$ cat src/rtl/door_control.sv
// Elevator door controller: Moore FSM sequencing open stroke, dwell and
// close stroke, with reversal on obstruction/request/overweight.
// A single 8-bit down-counter times both motor strokes and the open dwell.
module door_control #(
    parameter int unsigned MOVE_CYCLES  = 4,
    parameter int unsigned DWELL_CYCLES = 10
) (
    input  logic       clk,
    input  logic       reset,
    input  logic       open_req,
    input  logic       close_req,
    input  logic       obstruction,
    input  logic       weight_limit_exceeded,
    output logic       motor_open,
    output logic       motor_close,
    output logic       door_open,
    output logic       depart_ok,
    output logic       overweight_alarm,
    output logic [1:0] state
);

    typedef enum logic [1:0] {
        CLOSED  = 2'd0,
        OPENING = 2'd1,
        OPEN    = 2'd2,
        CLOSING = 2'd3
    } door_state_t;

    localparam logic [7:0] MOVE_LOAD  = 8'(MOVE_CYCLES - 1);
    localparam logic [7:0] DWELL_LOAD = 8'(DWELL_CYCLES - 1);

    door_state_t state_q, state_n;
    logic [7:0]  cnt_q, cnt_n;

    // State and shared timer register, cleared asynchronously
    always_ff @(posedge clk or posedge reset) begin
        if (reset) begin
            state_q <= CLOSED;
            cnt_q   <= '0;
        end else begin
            state_q <= state_n;
            cnt_q   <= cnt_n;
        end
    end

    // Next-state and timer update
    always_comb begin
        state_n = state_q;
        cnt_n   = cnt_q;
        case (state_q)
            CLOSED: begin
                if (open_req) begin
                    state_n = OPENING;
                    cnt_n   = MOVE_LOAD;
                end
            end
            OPENING: begin
                // Stroke cannot be interrupted; inputs are ignored here
                if (cnt_q == '0) begin
                    state_n = OPEN;
                    cnt_n   = DWELL_LOAD;
                end else begin
                    cnt_n = cnt_q - 8'd1;
                end
            end
            OPEN: begin
                if (open_req) begin
                    cnt_n = DWELL_LOAD;
                end else if (cnt_q == '0) begin
                    // Dwell expired: leave only when the doorway is clear
                    if (!weight_limit_exceeded && !obstruction) begin
                        state_n = CLOSING;
                        cnt_n   = MOVE_LOAD;
                    end
                end else if (close_req) begin
                    cnt_n = '0;
                end else begin
                    cnt_n = cnt_q - 8'd1;
                end
            end
            CLOSING: begin
                if (obstruction || open_req || weight_limit_exceeded) begin
                    // Full reversal: a complete open stroke is timed again
                    state_n = OPENING;
                    cnt_n   = MOVE_LOAD;
                end else if (cnt_q == '0) begin
                    state_n = CLOSED;
                end else begin
                    cnt_n = cnt_q - 8'd1;
                end
            end
            default: begin
                state_n = CLOSED;
                cnt_n   = '0;
            end
        endcase
    end

    // Output decode from state, plus the two weight-qualified flags
    always_comb begin
        motor_open       = (state_q == OPENING);
        motor_close      = (state_q == CLOSING);
        door_open        = (state_q == OPEN);
        depart_ok        = (state_q == CLOSED) && !weight_limit_exceeded;
        overweight_alarm = ((state_q == OPEN) || (state_q == OPENING)) && weight_limit_exceeded;
        state            = state_q;
    end

endmodule

$ cat config.mk
export PLATFORM = sky130hd
export DESIGN_NAME = door_control
export DESIGN_NICKNAME = d
export VERILOG_FILES = /design/src/rtl/door_control.sv
export SDC_FILE = /design/constraint.sdc
export NUM_CORES = 1
export LEC_CHECK = 0
export ABC_AREA = 1
export CAP_MARGIN = 20
export CORE_MARGIN = 1
export CORE_UTILIZATION = 27
export DETAILED_ROUTE_END_ITERATION = 8
export GPL_TIMING_DRIVEN = 0
export PLACE_DENSITY = 0.46
export SLEW_MARGIN = 30
export SYNTH_ARGS = -nofsm -noshare
export SYNTH_HDL_FRONTEND = slang
export SYNTH_SLANG_ARGS = --single-unit
export TNS_END_PERCENT = 1
$ cat constraint.sdc
create_clock -name clk -period 2.27 [get_ports clk]
set_clock_uncertainty 0.2 [all_clocks]
set_input_delay 0.454 -clock clk [delete_from_list [all_inputs] [get_ports clk]]
set_output_delay 0.454 -clock clk [all_outputs]
set_load 0.02 [all_outputs]
==> impl_metrics.tcl, run 1 <==
set metrics [dict create \
    critPathLaunchType "flip-flop" \
    async_flop_share 1.000 \
    antenna_found_initial 0 \
    pwr-share-comb 0.716 \
    ys.flop_type "dfrtp_1" \
    post-route-period-util 0.9611 \
    gr-usage-met1 0.1845 \
    p_int_mw 0.7476 \
    vdd_drop_max_v 0.0003972 \
    cpMaxStageDelayCell "dfrtp_1" \
    ys_warn_count 0 \
    place_congestion 0.7964 \
    die_area_mm2 0.003720 \
    crit_type "flip-flop to primary output" \
    leakage_nw 0.6316 \
    num_io_pins 13 \
    min_period_ns 2.182 \
    clk_pin_slew_ns 0.07 \
    sw_frac_of_total 0.5339 \
    worst_path_largest_cell_delay_ns 0.43 \
    first_global_vias 774 \
    synth_edf_count 0 \
    cts_buffer_depth 2 \
    core_mm2 0.003337 \
    reg2reg_depth 10 \
    worst_slew_pin_slew_ns 0.4525 \
    crit_required_ns 1.62 \
    cts_resized 6 \
    use_met3 0.01919 \
    hold_violations 0 \
    io_buffer_count 12 \
    reg2reg_slack_ns 0.40 \
    busiest_layer "met2" \
    area.growth.synth_to_final_pct 21.30 \
    grt_max_degree 11 \
    seqPwrFrac 0.203 \
    power.density_mw_per_mm2 1407 \
    endpoint_kind "primary output" \
    cts_tree "built" \
    cap_violations 0 \
    viasPerCell 4.265 \
    cp_max_fo 5 \
    finalPower_mw 1.604 \
    dr_total_vias 870 \
    cts_root_buf "clkbuf_4" \
    htreeDepth 1 \
    rows 21 \
    regToRegEndpoint "cnt_q[5]$_DFFE_PP0P_" \
    finalSetupViolCount 0 \
    die_w_um 61.00 \
    slew_violations 0 \
    cts_hold_buf 0 \
    hpwl_mm 1.648 \
    wl_mm 2.073 \
    synth.avg_cell_area_um2 6.571 \
    seq_area_frac_synth 0.2663 \
    clock.fmax_mhz 458.4 \
    holdCritPathClass "input port to asynchronous set/reset pin" \
    relSlewSlack 0.6980 \
    met2_usage 0.1978 \
    synth-seq-cells 10 \
    grt_use_total 0.1310 \
    firstDrtPassIters 4 \
    rsz0062_at_grt "false" \
    die-height_um 61.00 \
    syn_area_um2 939.7 \
    first_iter_violations 24 \
    timing.setup.tns_ns 0 \
    wire_per_inst_um 10.16 \
    start_util 0.2816 \
    insertion_delay_ns 0.27 \
    clock_sinks 10 \
    synth_cells 143 \
    route.detailed.drc 0 \
    worst_ep_arrival_time_ns 1.53 \
    p_sw_mw 0.8564 \
    antenna_left 0 \
    n_antenna_cell 0 \
    post_cts_buffers 0 \
    synth.distinct_cells 20 \
    gr-total-overflow 0 \
    clkPwrFrac 0.081 \
    regToRegStartpoint "state[0]$_DFFE_PP0P_" \
    cp_cell_sequence "inv_1 -> ha_1 -> inv_2 -> nor2_1 -> clkdlybuf4s15_1" \
    drive_above_1_share 0.1392 \
    numCtsBuffers 3 \
    grt_pass1_wl_mm 3.484 \
    status "finished, final reports clean" \
    syn-num-nets 155 \
    fin_nets 172 \
]
## flip-flops by register name (all words and copies together) (netlist names)
signal  flops
cnt_q       8
state       2
## layout by cell type, fill, tap and decap left out, drive strengths merged
cell type      instances
ha                     6
o21bai                 1
nor2                  20
clkbuf                 3
a21oi                  4
bufinv                 1
clkdlybuf4s15          2
o21ai                  5
dfrtp                 10
nand2                 47
dlygate4sd2            3
nand4                  5
inv                   28
clkdlybuf4s50          7
nand3                 16
## critical path: cells and delay by family (launching register included)
kind	cells	cell delay, ns
adder cells (fa/ha/maj)	1	0.23
flip-flops	1	0.43
buffers and inverters	3	0.51
AND/OR/NAND/NOR	1	0.08
## metrics by stage
stage / cell area (µm²) / util / hold WS, ns / cells / setup WS (ns)
6_report: 1140 / 0.3416 / 0.2824 / 204 / 0.08827
5_1_grt: 1140 / 0.3416 / 0.3411 / 204 / 0.01446
4_1_cts: 1136 / 0.3405 / 0.2850 / 204 / 0.05087
3_5_place_dp: 1117 / 0.3348 / 0.2675 / 201 / -0.05314
3_3_place_gp: 1117 / 0.3348 / 0.2657 / 201 / -0.04790
2_1_floorplan: 939.7 / - / 0.09418 / 143 / 0.3728
## how the worst max path moves through the flow
stage / startpoint / slack, ns / end / cells after the start
final: state[0]$_DFFE_PP0P_ / 0.09 / depart_ok / 5
after detailed placement: weight_limit_exceeded / -0.05 / overweight_alarm / 4
after global placement: weight_limit_exceeded / -0.05 / overweight_alarm / 4
after global routing: state[0]$_DFFE_PP0P_ / 0.01 / depart_ok / 5
after floorplan: state[0]$_DFFE_PP0P_ / 0.37 / cnt_q[2]$_DFFE_PP0P_ / 10
after CTS: state[0]$_DFFE_PP0P_ / 0.05 / depart_ok / 5
## layer usage
metal / up-vias / part of all wire
met5: - / 0
met2: 13 / 0.43
li1: 472 / -
met4: 0 / 0.014
met1: 381 / 0.52
met3: 4 / 0.036
## cells in the mapped netlist (3+ instances only)
| cell | instances | share of area |
|---|---|---|
| a21oi_1 | 4 | 0.021 |
| dfrtp_1 | 10 | 0.27 |
| ha_1 | 6 | 0.080 |
| inv_1 | 26 | 0.10 |
| nand2_1 | 42 | 0.17 |
| nand2_4 | 3 | 0.036 |
| nand3_1 | 14 | 0.075 |
| nand4_1 | 5 | 0.033 |
| nor2_1 | 13 | 0.052 |
| nor2_2 | 5 | 0.033 |
| o21ai_0 | 3 | 0.016 |
## kinds of logic (layout without fill, tap and decap cells)
kind of cell,Yosys count,in the layout,share of synthesized area
adder cells (fa/ha/maj),6,6,0.07989
AND/OR/NAND/NOR,88,88,0.4647
AO/OA/AOI/OAI,10,10,0.05593
flip-flops,10,10,0.2663
buffers and inverters,29,44,0.1332
## layout make-up
type	count	area (µm²)
flip-flops and latches	10	251.5
well taps	46	57.56
inverters	29	125.1
clock buffers	3	22.52
fillers	379	2197
multi-input cells	104	566.8
repair buffers	12	116.4
## power groups by stage
stage / registers (mW) / clock network, mW / logic [mW]
after floorplan: 0.338 / 0 / 0.872
after global placement: 0.326 / 0 / 1.17
after detailed placement: 0.327 / 0 / 1.17
after CTS: 0.324 / 0.134 / 1.15
after global routing: 0.337 / 0.139 / 1.29
final: 0.326 / 0.130 / 1.15
(Power assumes the default switching activity.)
==> run 2: changes to the inputs <==
CORE_ASPECT_RATIO = 0.7   (was default)
==> impl_metrics.tcl, run 2 (synthesis results as in run 1) <==
set metrics [dict create \
    wl_met3_um 100 \
    place_ws_ns -0.07870 \
    cts_hold_buf 0 \
    met2WireLength_um 801 \
    antenna_left 0 \
    mostFrequentLayoutCell "nand2_1" \
    min_period_ns 2.179 \
    fin_nets 172 \
    hold_violations 0 \
    dpl.cell_count 202 \
    pwr-share-comb 0.680 \
    die-height_um 51.36 \
    cp_max_fo 5 \
    whs_path_depth 2 \
    route.detailed.drc 0 \
    vdd_drop_max_v 0.0006490 \
    crit_type "flip-flop to primary output" \
    start_util 0.2906 \
    place_congestion 0.8463 \
    regToRegStartpoint "state[0]$_DFFE_PP0P_" \
    p_sw_mw 0.8809 \
    rsz0062_at_grt "false" \
    relSlewSlack 0.7349 \
    fin_hold_ws_ns 0.2792 \
    clk_pin_slew_ns 0.05 \
    clock.fmax_mhz 458.9 \
    reg2reg_slack_ns 0.32 \
    final_area_mm2 0.001171 \
    crit_required_ns 1.62 \
    final_cell_mix "nand2_1 (42), inv_1 (26), nand3_1 (14)" \
    wire_per_inst_um 10.53 \
    num_io_pins 13 \
    dr_total_vias 867 \
    finalSetupViolCount 0 \
    placedInstanceArea_mm2 0.001119 \
    gr-total-overflow 0 \
    viasPerCell 4.209 \
    seqPwrFrac 0.192 \
    wl_mm 2.170 \
    die_w_um 72.51 \
    cts_root_buf "clkbuf_8" \
    holdCritPathClass "flip-flop to flip-flop" \
    clkPwrFrac 0.128 \
    post_cts_buffers 0 \
    timing.setup.tns_ns 0 \
    fin_ws_ns 0.09094 \
    holdCritStartpoint "cnt_q[0]$_DFFE_PP0P_" \
    area.growth.synth_to_final_pct 24.63 \
    grt_use_total 0.1384 \
    drive_above_1_share 0.1321 \
    fin_cells 206 \
    clock_sinks 10 \
    first_global_vias 821 \
    cts_buffer_depth 2 \
    wl_met1_mm 1.253 \
    highest_layer "met4" \
    worst_slew_pin_slew_ns 0.3972 \
    antenna_found_initial 0 \
    io_buffer_count 12 \
    grt_max_degree 11 \
    p_int_mw 0.8343 \
    grt_pass1_wl_mm 3.870 \
    hpwl_mm 1.841 \
    core_mm2 0.003233 \
    endpoint_kind "primary output" \
    slew_violations 0 \
    reg2reg_depth 10 \
    first_iter_violations 57 \
    largest_register_ffs 8 \
    rows 17 \
    cts_tree "built" \
    leakage_nw 0.6662 \
    post-route-period-util 0.9599 \
    n_fill_cell 365 \
    firstDrtPassIters 4 \
    insertion_delay_ns 0.23 \
    hold_end "cnt_q[0]$_DFFE_PP0P_" \
    regToRegEndpoint "cnt_q[2]$_DFFE_PP0P_" \
    cap_violations 0 \
    regMostFlops "cnt_q" \
    critPathLaunchType "flip-flop" \
    status "finished, final reports clean" \
    die_area_mm2 0.003724 \
    fin_util 0.3622 \
    n_antenna_cell 0 \
    finalPower_mw 1.715 \
    multi_input_area_um2 564.3 \
    htreeDepth 1 \
    ff_latch_area_um2 250.2 \
    power.density_mw_per_mm2 1465 \
    worst_ep_arrival_time_ns 1.53 \
    sw_frac_of_total 0.5136 \
    numCtsBuffers 3 \
]
[run 2: changes by cell type in the layout (fill, tap and decap cells not counted), sizes merged]
| cell | previous run | this run |
|---|---|---|
| clkbuf | 3 | 4 |
| clkdlybuf4s15 | 2 | 0 |
| dlygate4sd2 | 3 | 4 |
| dlymetal6s2s | 0 | 1 |
[run 2: critical path, stage by stage (launching register included)]
cell	delay (ns)
dfrtp_1	0.43
inv_1	0.11
ha_1	0.34
nand2_1	0.08
inv_1	0.03
dlygate4sd2_1	0.30
[run 2: repair_timing]
| action | in CTS | in global routing |
|---|---|---|
| setup endpoints to repair | 4 | 1 |
| resized for setup | 4 | 1 |
| cloned | 0 | 0 |
| pin swaps | 0 | 0 |
[run 2: cell type report]
| cell class | count | area share |
|---|---|---|
| multi-input cells | 104 | 0.4818 |
| flip-flops and latches | 10 | 0.2137 |
| inverters | 29 | 0.1068 |
| repair buffers | 12 | 0.1004 |
| well taps | 47 | 0.05021 |
| clock buffers | 4 | 0.04701 |
[run 2: power by group through the flow]
stage	combinational, mW	sequential (mW)	clock (mW)
after global routing	1.34	0.341	0.235
after CTS	1.18	0.328	0.224
after global placement	1.20	0.328	0
after floorplan	0.872	0.338	0
final	1.17	0.329	0.219
after detailed placement	1.20	0.331	0
[run 2: how the worst max path moves through the flow]
stage,slack [ns],start,endpoint,cells after the start
2_1_floorplan,0.37,state[0]$_DFFE_PP0P_,cnt_q[2]$_DFFE_PP0P_,10
3_3_place_gp,-0.07,weight_limit_exceeded,overweight_alarm,4
3_5_place_dp,-0.08,weight_limit_exceeded,overweight_alarm,4
4_1_cts,0.01,state[1]$_DFFE_PP0P_,motor_close,2
5_1_grt,0.001,state[0]$_DFFE_PP0P_,door_open,3
6_report,0.09,state[0]$_DFFE_PP0P_,overweight_alarm,5
[run 2: metal layers]
layer | up-vias | track usage
li1 | 474 | -
met1 | 377 | 0.2162
met2 | 14 | 0.1931
met3 | 2 | 0.02367
met4 | 0 | 0.02941
met5 | - | 0
==> run 3: changes to the inputs <==
HOLD_SLACK_MARGIN = 0.12   (was default)
SKIP_CTS_REPAIR_TIMING = 1   (was default)
==> impl_metrics.tcl, run 3 (synthesis results as in run 1) <==
set metrics [dict create \
    reg2reg_slack_ns 0.38 \
    core_mm2 0.003233 \
    crit_required_ns 1.62 \
    cts_tree "built" \
    leakage_nw 0.6911 \
    reg2reg_depth 10 \
    drive_above_1_share 0.1509 \
    mostFrequentLayoutCell "nand2_1" \
    hold_violations 0 \
    critPathBufInv 1 \
    holdCritStartpoint "cnt_q[0]$_DFFE_PP0P_" \
    post-route-period-util 0.9683 \
    power.density_mw_per_mm2 1466 \
    n_antenna_cell 0 \
    fin_nets 172 \
    htreeDepth 1 \
    place_ws_ns -0.07870 \
    placedInstanceArea_mm2 0.001119 \
    critPathLaunchType "flip-flop" \
    antenna_found_initial 0 \
    hpwl_mm 1.841 \
    viasPerCell 4.233 \
    relSlewSlack 0.7352 \
    die_area_mm2 0.003724 \
    grt_max_degree 11 \
    endpoint_kind "primary output" \
    place_congestion 0.8463 \
    gr-total-overflow 0 \
    cts_root_buf "clkbuf_8" \
    cp_cell_sequence "ha_1 -> clkdlybuf4s50_1" \
    wire_per_inst_um 10.54 \
    clk_pin_slew_ns 0.05 \
    insertion_delay_ns 0.23 \
    grt_pass1_wl_mm 3.891 \
    min_period_ns 2.198 \
    die-height_um 51.36 \
    worst_ep_arrival_time_ns 1.54 \
    antenna_left 0 \
    vdd_drop_max_v 0.0006768 \
    worst_path_largest_cell_delay_ns 0.63 \
    die_w_um 72.51 \
    first_global_vias 830 \
    firstDrtPassIters 4 \
    rows 17 \
    clkPwrFrac 0.126 \
    cap_violations 0 \
    dpl.cell_count 202 \
    finalSetupViolCount 0 \
    p_sw_mw 0.8844 \
    cts_buffer_depth 2 \
    finalPower_mw 1.743 \
    rsz0062_at_grt "false" \
    fin_cells 206 \
    cpMaxStageDelayCell "clkdlybuf4s50_1" \
    holdCritPathClass "flip-flop to flip-flop" \
    grt_use_total 0.1389 \
    p_int_mw 0.8588 \
    clock.fmax_mhz 454.9 \
    pwr-share-comb 0.683 \
    cp_max_fo 6 \
    num_io_pins 13 \
    route.detailed.drc 0 \
    status "finished, final reports clean" \
    whs_path_depth 2 \
    fin_ws_ns 0.07190 \
    sw_frac_of_total 0.5073 \
    area.growth.synth_to_final_pct 26.50 \
    regToRegEndpoint "cnt_q[2]$_DFFE_PP0P_" \
    regToRegStartpoint "state[0]$_DFFE_PP0P_" \
    wl_mm 2.172 \
    fin_hold_ws_ns 0.2792 \
    crit_type "flip-flop to primary output" \
    crit_family "buffers and inverters" \
    regMostFlops "cnt_q" \
    largest_register_ffs 8 \
    start_util 0.2906 \
    hold_end "cnt_q[0]$_DFFE_PP0P_" \
    io_buffer_count 12 \
    final_cell_mix "nand2_1 (42), inv_1 (26), nand3_1 (14)" \
    numCtsBuffers 3 \
    dr_total_vias 872 \
    slew_violations 0 \
    first_iter_violations 63 \
    clock_sinks 10 \
    final_area_mm2 0.001189 \
    worst_slew_pin_slew_ns 0.3968 \
    seqPwrFrac 0.191 \
]
[run 3: area by class of cell]
| cell class | instances | area [µm²] |
|---|---|---|
| clock buffers | 4 | 55.05 |
| fillers | 362 | 2044 |
| inverters | 29 | 125.1 |
| multi-input cells | 104 | 566.8 |
| flip-flops and latches | 10 | 252.7 |
| well taps | 47 | 58.81 |
| repair buffers | 12 | 130.1 |
[run 3: worst max-delay path by stage]
stage,startpoint,endpoint,cells past startpoint
5_1_grt,state[1]$_DFFE_PP0P_,motor_close,2
2_1_floorplan,state[0]$_DFFE_PP0P_,cnt_q[2]$_DFFE_PP0P_,10
3_5_place_dp,weight_limit_exceeded,overweight_alarm,4
4_1_cts,state[0]$_DFFE_PP0P_,overweight_alarm,5
6_report,state[1]$_DFFE_PP0P_,motor_close,2
3_3_place_gp,weight_limit_exceeded,overweight_alarm,4
[run 3: layer usage]
layer  part of all wire  global-route usage  vias up
li1                   -                   -      476
met3              0.040             0.02367        2
met1               0.58              0.2162      378
met4             0.0064             0.02941        0
met2               0.37              0.1947       16
met5                  0                   0        -
[run 3: worst reg2reg max path, delay by kind of cell, from the launching register on]
kind          cells  cell delay, ns
buf+inv           4            0.49
simple gates      5            0.47
flops             1            0.43
fa+ha+maj         1            0.22
[run 3: power groups by stage]
| stage | sequential [mW] | combinational (mW) | clock (mW) |
|---|---|---|---|
| final | 0.333 | 1.19 | 0.219 |
| after global routing | 0.345 | 1.37 | 0.235 |
| after CTS | 0.328 | 1.21 | 0.224 |
| after detailed placement | 0.331 | 1.20 | 0 |
| after global placement | 0.328 | 1.20 | 0 |
| after floorplan | 0.338 | 0.872 | 0 |
[run 3: through the flow]
step | TNS (ns) | utilization
finish | 0 | 0.3676
global route | 0 | 0.3676
CTS | -0.5714 | 0.3630
detailed placement | -0.1098 | 0.3460
global placement | -0.09689 | 0.3460
floorplan | 0 | -
==> patch 1 (config.mk and constraints of run 3) <==
Make the reset (`reset`) synchronous in one clocked block. Comments in the files are not updated.
--- a/src/rtl/door_control.sv
+++ b/src/rtl/door_control.sv
@@ -35,3 +35,3 @@
     // State and shared timer register, cleared asynchronously
-    always_ff @(posedge clk or posedge reset) begin
+    always_ff @(posedge clk) begin
         if (reset) begin
Check against the original RTL: differs if reset is asserted again (counterexample within 4 cycles, from zero or initial values and one cycle with reset high); with reset held inactive, the same outputs for 10 cycles.
==> patch 1 against run 3 <==
  * Sequential cell count stayed put
  * Area after synthesis down 3.6%
  * Sequential power shrank 13%
  * Worst setup slack improved by 140 ps
  * Routed wire length increased by 2.3%
  * Largest power group unchanged
  * Final area decreased by 4.0%
  * Count of clock-buffer cells in the layout stayed put
  * Total power decreased by 7.8%
==> patch 1: results (changes against run 3) <==
| Metric | Value |
|---|---|
| PwrDens | `1410 mW/mm² (was 1470 mW/mm²)` |
| Initial drt markers | `51 (was 63)` |
| Worst setup margin | `213 ps (was 71.9 ps)` |
| M3 GR Usage | `0.0422 (was 0.0237)` |
| Crit path to | `overweight_alarm (was motor_close)` |
| Buffering overhead | `0.116 (was 0.109)` |
| Number of fill cells | `344 (was 362)` |
| Worst vdd ir | `0.482 mV (was 0.677 mV)` |
| Die area | `0.00359 mm² (was 0.00372 mm²)` |
| Dpl cells | `199 (was 202)` |
| CP max FO | `5 (was 6)` |
| Post-Layout Cell Count | `203 (was 206)` |
| Sequential share of cell area | `0.175 (was 0.213)` |
| Seq pwr | `0.000290 W (was 0.000333 W)` |
| Top delay family on crit path | `flip-flops (was buffers and inverters)` |
| Adder-Cell Fraction of Synth Area | `0.0829 (was 0.0799)` |
| All-Layer GR Usage | `0.142 (was 0.139)` |
| Clk tree area frac | `0.0482 (was 0.0463)` |
| Register area share after synthesis | `0.221 (was 0.266)` |
| Worst setup path startpoint | `state[0] (was state[1])` |
| Synth cell types | `21 (was 20)` |
| Largest net degree at the start of global routing | `9 (was 11)` |
| Worst Path Arrival | `1400 ps (was 1540 ps)` |
| Worst path max stage delay | `410 ps (was 630 ps)` |
| Met1 WL | `1.16 mm (was 1.27 mm)` |
| Reg2reg setup slack | `340 ps (was 380 ps)` |
| Critical-path top delay cell | `dfxtp_1 (was clkdlybuf4s50_1)` |
| Met1 usage | `0.197 (was 0.216)` |
| Area contributors post-synth | `dfxtp_1, nand2_1, inv_1 (was dfrtp_1, nand2_1, inv_1)` |
| Status | `finished, final reports clean (unchanged)` |
| Post-synth ARST share | `0 (was 1.00)` |
| Fraction of area in multi-input gates | `0.515 (was 0.477)` |
| Logic pwr share | `0.677 (was 0.683)` |
| Synth Flop Type | `dfxtp_1 (was dfrtp_1)` |
| Via density | `4.53 (was 4.23)` |
| Vias in the first global route | `869 (was 830)` |
| Post-synthesis compound-gate area fraction | `0.109 (was 0.0559)` |
| WL met2 | `894 µm (was 802 µm)` |
| Synth Net Count | `161 (was 155)` |
| Fraction of layout cells with a size suffix above 1 | `0.145 (was 0.151)` |
| Multi-Input Combinational | `109 (was 104)` |
-- patch 1: changes by cell type after synthesis, sizes merged, moves of 3 or more --
cell,before,now
dfxtp,0,10
a21oi,4,7
o21ai,5,8
dfrtp,10,0
nor3,0,4
nand4,5,2
nand3,16,9
-- patch 1: worst register-to-register path: stages (launching register included) --
cell,delay (ps)
dfxtp_1,410
inv_1,120
ha_1,230
inv_1,150
nor2_1,70
inv_2,120
o21ai_0,120
nor2_2,180
nand2_1,90
nand2_1,70
a21oi_1,50
-- patch 1: how the worst min path moves through the flow --
stage	from	endpoint	slack [ps]	cells after the start
4_1_cts	cnt_q[3]	cnt_q[3]	330	2
6_report	cnt_q[3]	cnt_q[3]	320	2
2_1_floorplan	cnt_q[3]	cnt_q[3]	290	2
3_3_place_gp	cnt_q[7]	cnt_q[7]	300	3
3_5_place_dp	cnt_q[3]	cnt_q[3]	320	2
5_1_grt	cnt_q[3]	cnt_q[3]	340	2
==> patch 2 (settings of run 3) <==
Without the edit above. The parameter `DWELL_CYCLES` goes from 10 to 5.
--- a/src/rtl/door_control.sv
+++ b/src/rtl/door_control.sv
@@ -5,3 +5,3 @@
     parameter int unsigned MOVE_CYCLES  = 4,
-    parameter int unsigned DWELL_CYCLES = 10
+    parameter int unsigned DWELL_CYCLES = 5
 ) (
Check against the original RTL: no difference found for any inputs over 10 cycles, from zero or initial values and one cycle with reset high; that may be too few to reach the edited logic, so the function may still have changed.
==> patch 2 against run 3 <==
  * Area after synthesis decreased by 5.1%
  * Largest cell class unchanged
  * The flow now finishes with violations (design-rule violations)
  * Global-route usage increased by 0.16 points
  * Fmax increased by 0.75%
  * Highest routed layer unchanged
  * Critical path depth unchanged
  * Final area decreased by 4.9%
  * Sequential cell count unchanged
  * Routed wire length decreased by 4.5%
  * Sequential share of layout area increased by 0.89 points
  * Critical endpoint unchanged
  * Worst setup slack improved by 16 ps
  * Total power increased by 0.84%
  * Critical path type unchanged
==> patch 2: results (changes against run 3) <==
| Metric | Value |
|---|---|
| Final hold slack | `278 ps (was 279 ps)` |
| Clock Power Share | `0.129 (was 0.126)` |
| Worst slew margin | `0.746 (was 0.735)` |
| Worst r2r path cells | `8 (was 10)` |
| RePlAce Congestion | `0.752 (was 0.846)` |
| HPWL after DPL | `1.71 mm (was 1.84 mm)` |
| Internal power | `0.000860 W (was 0.000859 W)` |
| P_leak | `0.670 nW (was 0.691 nW)` |
| Top post-synthesis cells by count | `nand2_1, inv_1, nor2_1 (was nand2_1, inv_1, nand3_1)` |
| Die area | `0.00354 mm² (was 0.00372 mm²)` |
| Htree depth | `1 (unchanged)` |
| Worst vdd ir | `0.545 mV (was 0.677 mV)` |
| Final #Nets | `166 (was 172)` |
| XOR/XNOR Fraction of Synth Area | `0.0196 (was 0)` |
| All-Layer GR Usage | `0.140 (was 0.139)` |
| Buffering overhead | `0.115 (was 0.109)` |
| Status | `complete, but fails checks (was finished, final reports clean)` |
| Worst setup margin | `88.3 ps (was 71.9 ps)` |
| Multi-Input Combinational | `105 (was 104)` |
| M3 GR Usage | `0.0245 (was 0.0237)` |
| Clk tree area frac | `0.0487 (was 0.0463)` |
| Num sequential | `10 (unchanged)` |
| DRC viols | `2 (was 0)` |
| Number of fill cells | `322 (was 362)` |
| Combinational cell power | `0.00119 W (about the same)` |
| Initial drt markers | `79 (was 63)` |
| Post-Route WL | `2.08 mm (was 2.17 mm)` |
| Failing checks | `design-rule violations` |
| Initial antenna violation count | `0 (unchanged)` |
| Area contributors post-synth | `dfrtp_1, nand2_1, inv_1 (unchanged)` |
| Worst path max stage delay | `610 ps (was 630 ps)` |
| GR Util met2 | `0.173 (was 0.195)` |
| RR Endpoint | `cnt_q[6] (was cnt_q[2])` |
| Register area share after synthesis | `0.281 (was 0.266)` |
| First drt pass iteration count | `6 (was 4)` |
| Met1 usage | `0.219 (was 0.216)` |
| Vias in the first global route | `812 (was 830)` |
| Sw Pwr | `0.000898 W (was 0.000884 W)` |
| Synth Net Count | `149 (was 155)` |
| Via density | `4.35 (was 4.23)` |
| CP max FO | `5 (was 6)` |
| Multi-input gate area | `564 µm² (was 567 µm²)` |
| Worst setup path startpoint | `state[0] (was state[1])` |
| First-pass GRT wire length | `3.77 mm (was 3.89 mm)` |
| FF/Latch Area | `250 µm² (was 253 µm²)` |
| Fraction of layout cells with a size suffix above 1 | `0.118 (was 0.151)` |
| Inverters | `22 (was 29)` |
| Synth cell types | `21 (was 20)` |
[patch 2: cell types whose count changed after synthesis, sizes merged, moves of 2 or more]
cell | before | now
a21oi | 4 | 8
inv | 28 | 22
nand2 | 47 | 52
nand3 | 16 | 11
nand4 | 5 | 0
nor2 | 20 | 16
o21ai | 5 | 8
xnor2 | 0 | 2
[patch 2: metal layers]
metal / vias to the layer above / wire length [µm]
li1: 455 / -
met1: 358 / 1210
met2: 12 / 752
met3: 5 / 69
met4: 0 / 46
met5: - / 0
[patch 2: cells by family after synthesis]
| group | count (synthesis) |
|---|---|
| AND/OR/NAND/NOR | 80 |
| buffers and inverters | 22 |
| AO/OA/AOI/OAI | 17 |
| flip-flops | 10 |
| adder cells (fa/ha/maj) | 6 |
| XOR/XNOR | 2 |
[patch 2: metrics by stage]
stage | instances | util
after detailed placement | 187 | 0.337
after floorplan | 137 | -
after global routing | 191 | 0.359
after global placement | 187 | 0.337
final | 191 | 0.359
after CTS | 191 | 0.354
